File: src/rtl/lsu_pkg.sv
// Shared definitions for the load/store unit: funct3 encodings, FSM states
// and the access-size helper.
package lsu_pkg;

  localparam logic [2:0] F3_B  = 3'b000;
  localparam logic [2:0] F3_H  = 3'b001;
  localparam logic [2:0] F3_W  = 3'b010;
  localparam logic [2:0] F3_BU = 3'b100;
  localparam logic [2:0] F3_HU = 3'b101;

  typedef enum logic [2:0] {
    ST_IDLE,
    ST_LOAD,
    ST_WRITE,
    ST_RMW_RD,
    ST_RMW_WR,
    ST_RESP
  } lsu_state_t;

  // Access size in bytes; illegal encodings report 4 but are rejected elsewhere.
  function automatic logic [2:0] size_bytes(input logic [2:0] f3);
    case (f3)
      F3_B, F3_BU: size_bytes = 3'd1;
      F3_H, F3_HU: size_bytes = 3'd2;
      default:     size_bytes = 3'd4;
    endcase
  endfunction

endpackage

File: src/rtl/lsu_lane_align.sv
// Big-endian byte/halfword lane handling: extracts and extends load data,
// and merges sub-word store data into a full word for read-modify-write.
module lsu_lane_align
  import lsu_pkg::*;
(
  input  logic [31:0] word,
  input  logic [1:0]  offset,
  input  logic [2:0]  funct3,
  input  logic [15:0] wdata,
  output logic [31:0] rdata,
  output logic [31:0] merged
);

  // Byte at offset k sits at bit 8*(3-k); halfword at offset 0 sits at bit 16.
  logic [4:0] byte_sh;
  logic [4:0] half_sh;
  logic signed [7:0]  byte_lane;
  logic signed [15:0] half_lane;
  logic [31:0] byte_mask;
  logic [31:0] half_mask;

  assign byte_sh   = {~offset, 3'b000};
  assign half_sh   = {~offset[1], 4'b0000};
  assign byte_lane = word[byte_sh +: 8];
  assign half_lane = word[half_sh +: 16];
  assign byte_mask = 32'h0000_00FF << byte_sh;
  assign half_mask = 32'h0000_FFFF << half_sh;

  always_comb begin
    rdata = 32'd0;
    case (funct3)
      F3_B:    rdata = 32'(byte_lane);
      F3_H:    rdata = 32'(half_lane);
      F3_W:    rdata = word;
      F3_BU:   rdata = {24'd0, byte_lane};
      F3_HU:   rdata = {16'd0, half_lane};
      default: rdata = 32'd0;
    endcase
  end

  always_comb begin
    merged = word;
    case (funct3)
      F3_B:    merged = (word & ~byte_mask) | ({24'd0, wdata[7:0]} << byte_sh);
      F3_H:    merged = (word & ~half_mask) | ({16'd0, wdata} << half_sh);
      default: merged = word;
    endcase
  end

endmodule

File: src/rtl/load_store_unit.sv
// Memory-stage load/store controller: one request at a time, alignment and
// range checking, word-wide memory port with read-modify-write for SB/SH.
module load_store_unit
  import lsu_pkg::*;
#(
  parameter int MEM_BYTES = 1024,
  parameter int ADDR_W    = 32
) (
  input  logic              clk,
  input  logic              rst,
  input  logic              req_valid,
  output logic              req_ready,
  input  logic              req_write,
  input  logic [2:0]        req_funct3,
  input  logic [ADDR_W-1:0] req_addr,
  input  logic [31:0]       req_wdata,
  output logic              resp_valid,
  output logic [31:0]       resp_rdata,
  output logic              resp_err,
  output logic [ADDR_W-1:0] mem_addr,
  output logic [31:0]       mem_wdata,
  output logic              mem_write_en,
  output logic              mem_read,
  input  logic [31:0]       mem_rdata
);

  localparam logic [ADDR_W:0] MEM_LIMIT = (ADDR_W+1)'(MEM_BYTES);

  lsu_state_t state_q, state_d;

  logic [ADDR_W-1:0] addr_q;
  logic [2:0]        funct3_q;
  logic [31:0]       wdata_q;
  logic [31:0]       merge_q;

  logic              accept;
  logic              f3_ok;
  logic              misaligned;
  logic              out_of_range;
  logic              req_bad;
  logic [ADDR_W:0]   end_addr;

  logic [31:0]       align_word;
  logic [31:0]       ext_rdata;
  logic [31:0]       merged_word;

  assign req_ready  = (state_q == ST_IDLE);
  assign resp_valid = (state_q == ST_RESP);
  assign accept     = req_valid && req_ready;

  // End address is one bit wider than the bus so a huge address cannot wrap into range.
  assign end_addr = {1'b0, req_addr} + {{(ADDR_W-2){1'b0}}, size_bytes(req_funct3)};

  always_comb begin
    if (req_write) f3_ok = req_funct3 inside {F3_B, F3_H, F3_W};
    else           f3_ok = req_funct3 inside {F3_B, F3_H, F3_W, F3_BU, F3_HU};
    misaligned = 1'b0;
    if ((req_funct3 == F3_H || req_funct3 == F3_HU) && req_addr[0]) misaligned = 1'b1;
    if (req_funct3 == F3_W && req_addr[1:0] != 2'b00)               misaligned = 1'b1;
    out_of_range = (end_addr > MEM_LIMIT);
    req_bad      = !f3_ok || misaligned || out_of_range;
  end

  always_comb begin
    state_d = state_q;
    case (state_q)
      ST_IDLE: begin
        if (req_valid) begin
          if (req_bad)                 state_d = ST_RESP;
          else if (!req_write)         state_d = ST_LOAD;
          else if (req_funct3 == F3_W) state_d = ST_WRITE;
          else                         state_d = ST_RMW_RD;
        end
      end
      ST_LOAD, ST_WRITE, ST_RMW_WR: state_d = ST_RESP;
      ST_RMW_RD:                    state_d = ST_RMW_WR;
      ST_RESP:                      state_d = ST_IDLE;
      default:                      state_d = ST_IDLE;
    endcase
  end

  // Request capture: datapath only, held stable until the response completes.
  always_ff @(posedge clk) begin
    if (accept) begin
      addr_q   <= req_addr;
      funct3_q <= req_funct3;
      wdata_q  <= req_wdata;
    end
  end

  always_ff @(posedge clk or posedge rst) begin
    if (rst) begin
      state_q    <= ST_IDLE;
      resp_rdata <= 32'd0;
      resp_err   <= 1'b0;
      merge_q    <= 32'd0;
    end else begin
      state_q <= state_d;
      case (state_q)
        ST_IDLE: begin
          if (req_valid) begin
            resp_err   <= req_bad;
            resp_rdata <= 32'd0;
          end
        end
        ST_LOAD:   resp_rdata <= ext_rdata;
        ST_RMW_RD: merge_q    <= mem_rdata;
        ST_RESP: begin
          resp_rdata <= 32'd0;
          resp_err   <= 1'b0;
        end
        default: ;
      endcase
    end
  end

  // The lane aligner sees live memory data during a load, the captured word otherwise.
  assign align_word = (state_q == ST_LOAD) ? mem_rdata : merge_q;

  lsu_lane_align u_lane_align (
    .word   (align_word),
    .offset (addr_q[1:0]),
    .funct3 (funct3_q),
    .wdata  (wdata_q[15:0]),
    .rdata  (ext_rdata),
    .merged (merged_word)
  );

  always_comb begin
    mem_read     = 1'b0;
    mem_write_en = 1'b0;
    mem_wdata    = 32'd0;
    case (state_q)
      ST_LOAD, ST_RMW_RD: mem_read = 1'b1;
      ST_WRITE: begin
        mem_write_en = 1'b1;
        mem_wdata    = wdata_q;
      end
      ST_RMW_WR: begin
        mem_write_en = 1'b1;
        mem_wdata    = merged_word;
      end
      default: ;
    endcase
  end

  assign mem_addr = (mem_read || mem_write_en) ? {addr_q[ADDR_W-1:2], 2'b00} : '0;

endmodule

File: config.mk
export PLATFORM = sky130hd
export DESIGN_NAME = load_store_unit
export DESIGN_NICKNAME = d
export VERILOG_FILES = /design/src/rtl/lsu_pkg.sv /design/src/rtl/lsu_lane_align.sv /design/src/rtl/load_store_unit.sv
export SDC_FILE = /design/constraint.sdc
export NUM_CORES = 1
export LEC_CHECK = 0
export BUFFER_PORTS_ARGS = -buffer_cell sky130_fd_sc_hd__clkbuf_2
export CORE_UTILIZATION = 50
export DETAILED_ROUTE_END_ITERATION = 8
export PLACE_DENSITY_LB_ADDON = 0.15
export SYNTH_ARGS = -nofsm -noshare
export SYNTH_HDL_FRONTEND = slang
export SYNTH_SLANG_ARGS = --single-unit
File: constraint.sdc
create_clock -name clk -period 5.67 [get_ports clk]
set_input_delay 0.2835 -clock clk [delete_from_list [all_inputs] [get_ports clk]]
set_output_delay 0.2835 -clock clk [all_outputs]
set_load 0.02 [all_outputs]
==> results.sh <==
export IMPL_run_status="completed"
export IMPL_grt_pass1_vias=6035
export IMPL_track_usage=0.294
export IMPL_cts_setup_buffers=0
export IMPL_hpwl_mm=15.9
export IMPL_tritoncts="yes"
export IMPL_ys_flop_type="dfrtp_1"
export IMPL_place_congestion=0.944
export IMPL_clkTransAtPathRegs_ns=0.06
export IMPL_io_pins=204
export IMPL_nFillCells=1179
export IMPL_drc=0
export IMPL_worst_ep_arrival_time_ns=3.67
export IMPL_hold_path_class="primary input to flop"
export IMPL_drtPass1Iterations=5
export IMPL_via_per_inst=6.18
export IMPL_grt_util_met2=0.447
export IMPL_fin_area_sq_um=8990
export IMPL_period_needed_ns=3.96
export IMPL_setup_violations=0
export IMPL_antenna_found_initial=0
export IMPL_slowest_delay_ns=0.99
export IMPL_cp_slowest_cell="nor2b_4"
export IMPL_num_vias=6527
export IMPL_leakage_uw=0.00395
export IMPL_ys_seq_area_frac=0.509
export IMPL_hold_buffers=0
export IMPL_clk_insertion_delay_late_ns=0.42
export IMPL_die_area_sq_um=15100
export IMPL_synth_avg_cell_area_sq_um=10.8
export IMPL_synth_cells=678
export IMPL_wl_mm=21.9
export IMPL_cp_start_kind="flop"
export IMPL_grt_max_degree=69
export IMPL_fp_dieH_microns=123
export IMPL_synth_enable_flop_cells=67
export IMPL_period_share=0.698
export IMPL_start_util=0.520
export IMPL_drt_iter0_drc=712
export IMPL_grt_busiest_layer="met2"
export IMPL_dpl_instance_area_sq_um=8440
export IMPL_register_area_sq_um=3710
export IMPL_clk_path_buf_depth=2
export IMPL_grt_pass1_wl_mm=32.8
export IMPL_grt_overflow_total=0
export IMPL_drive_gt1_frac=0.328
export IMPL_wire_per_inst_microns=20.7
export IMPL_max_clock_freq_mhz=253
export IMPL_ys_types=62
export IMPL_ant_nets=0
export IMPL_multi_input_area_sq_um=3390
export IMPL_io_buffers=201
export IMPL_numCtsBuffers=17
export IMPL_ys_seq_elements=135
export IMPL_crit_chain="nor2b_1 > nor2b_4 > mux2i_1 > a22oi_1 > o21ai_0 > nand2_1 > clkbuf_2"
export IMPL_path_max_fanout=33
export IMPL_rows=43
export IMPL_p_per_area_nw_per_um2=421
export IMPL_synth_area_sq_um=7300
export IMPL_slew_headroom=0.202
export IMPL_ir_drop_uv=208
export IMPL_ys_async_sr_fraction=0.504
export IMPL_crit_type="flop to output pin"
export IMPL_yosys_warnings=0
export IMPL_die_w_microns=123
export IMPL_core_sq_um=14000
export IMPL_hold_viol=0
export IMPL_endpoint_kind="output pin"
export IMPL_fin_skew_ns=0.00642
export IMPL_fin_setup_tns_ns=0
export IMPL_cts_repair_resize_count=0
export IMPL_cts_root_buf="clkbuf_16"
export IMPL_n_antenna_cell=0
export IMPL_area_growth_pct=23.1
export IMPL_rsz0062_at_grt="no"
export IMPL_htree_levels=4
export IMPL_clock_sinks=135
export IMPL_worst_pin_slew_ns=1.19
export IMPL_grt_met3_usage=0.0688
export IMPL_slew_violations=0
export IMPL_cp_data_required_time_ns=5.39
export IMPL_nets=970
export IMPL_maxCapViolations=0
export IMPL_use_met1=0.399
[flip-flops by register name (all words and copies together) (netlist names)]
| signal | cells |
|---|---|
| addr_q | 32 |
| funct3_q | 3 |
| state_q | 3 |
| resp_err | 1 |
| resp_rdata | 32 |
| merge_q | 32 |
| wdata_q | 32 |
[cell usage in the layout (no fill, tap or decap), types with 4 or more instances in the layout]
master and instances:
clkbuf_2 201, o21ai_0 73, dfrtp_1 68, edfxtp_1 67, nand2_1 66, a22o_1 41
mux2i_1 40, mux2_2 33, and3_1 33, nor2_1 28, a21oi_1 23, clkbuf_16 17
nand3_1 16, a22oi_1 15, buf_4 11, o22ai_1 9, nor3_1 9, clkbuf_1 8
mux4_2 7, o221ai_1 7, nand4_1 7, nor4_1 7, nor2b_1 6, inv_1 6
nand2b_1 5, o211ai_1 4
[per-stage QoR]
step,utilization,setup slack (ns),cells,hold slack (ns),power [uW]
finish,0.640,1.71,1056,0.0300,3780
detailed placement,0.601,1.80,1024,0.462,2740
floorplan,-,2.41,679,0.380,2210
global placement,0.601,1.95,1024,0.461,2720
global route,0.640,1.49,1056,0.0194,3940
CTS,0.640,1.77,1056,0.0204,3780
[layout make-up]
type,count,area share
Sequential cell,135,0.413
Multi-Input combinational cell,490,0.377
Timing Repair Buffer,212,0.121
Clock buffer,28,0.0553
Tap cell,180,0.0251
Clock inverter,4,0.00501
Inverter,7,0.00292
[worst max-delay path: cells and delay by family, from the launching register on]
| family | cells | cell delay [ns] |
|---|---|---|
| AOI/OAI and AO/OA | 2 | 0.49 |
| buffers and inverters | 1 | 0.16 |
| DFF | 1 | 0.48 |
| muxes | 1 | 0.75 |
| and+or+nand+nor | 3 | 1.33 |
[synthesized netlist by cell type, drive strengths merged (9+ instances only)]
master	count	area, sq um
a21oi	23	115
nor2	28	105
a22o	41	359
nor3	9	45.0
edfxtp	67	2010
o21ai	75	375
clkbuf	34	128
mux2i	40	400
o22ai	9	56.3
and3	33	206
a22oi	15	113
nand3	17	90.1
buf	13	65.1
dfrtp	68	1700
mux2	33	372
nand2	66	248
[per-layer routing]
layer | part of all wire | wire length (microns) | up-vias
li1 | - | - | 2973
met1 | 0.42 | 9090 | 3132
met2 | 0.46 | 10000 | 373
met3 | 0.095 | 2090 | 49
met4 | 0.030 | 663 | 0
met5 | 0 | 0 | -
[final timing paths]
| kind | cells after the start | endpoint | slack (ns) | startpoint |
|---|---|---|---|---|
| hold reg to reg | 1 | resp_rdata[1]$_DFFE_PP0P_ | 0.50 | resp_rdata[1]$_DFFE_PP0P_ |
| min in group asynchronous | 3 | merge_q[22]$_DFFE_PP0P_ | 0.10 | rst |
| hold / removal | 1 | wdata_q[28]$_DFFE_PP_ | 0.03 | req_wdata[28] |
| max in group asynchronous | 3 | merge_q[10]$_DFFE_PP0P_ | 5.01 | rst |
| setup reg to reg | 8 | resp_rdata[24]$_DFFE_PP0P_ | 1.73 | state_q[0]$_DFFE_PP0P_ |
| setup / recovery | 7 | mem_wdata[12] | 1.71 | state_q[0]$_DFFE_PP0P_ |
[cells by family after synthesis]
kind of cell,share of synthesized area
mux,0.127
compound gates,0.180
xor+xnor,0.00480
fa+ha+maj,0.00789
simple gates,0.141
flops,0.509
other cells,0.000514
buf+inv,0.0300
[power by group]
part	internal, uW	switching [uW]
Combinational	502	996
Sequential	1160	83.8
Clock	636	399
Note: power is estimated with default switching activity, not from simulation.
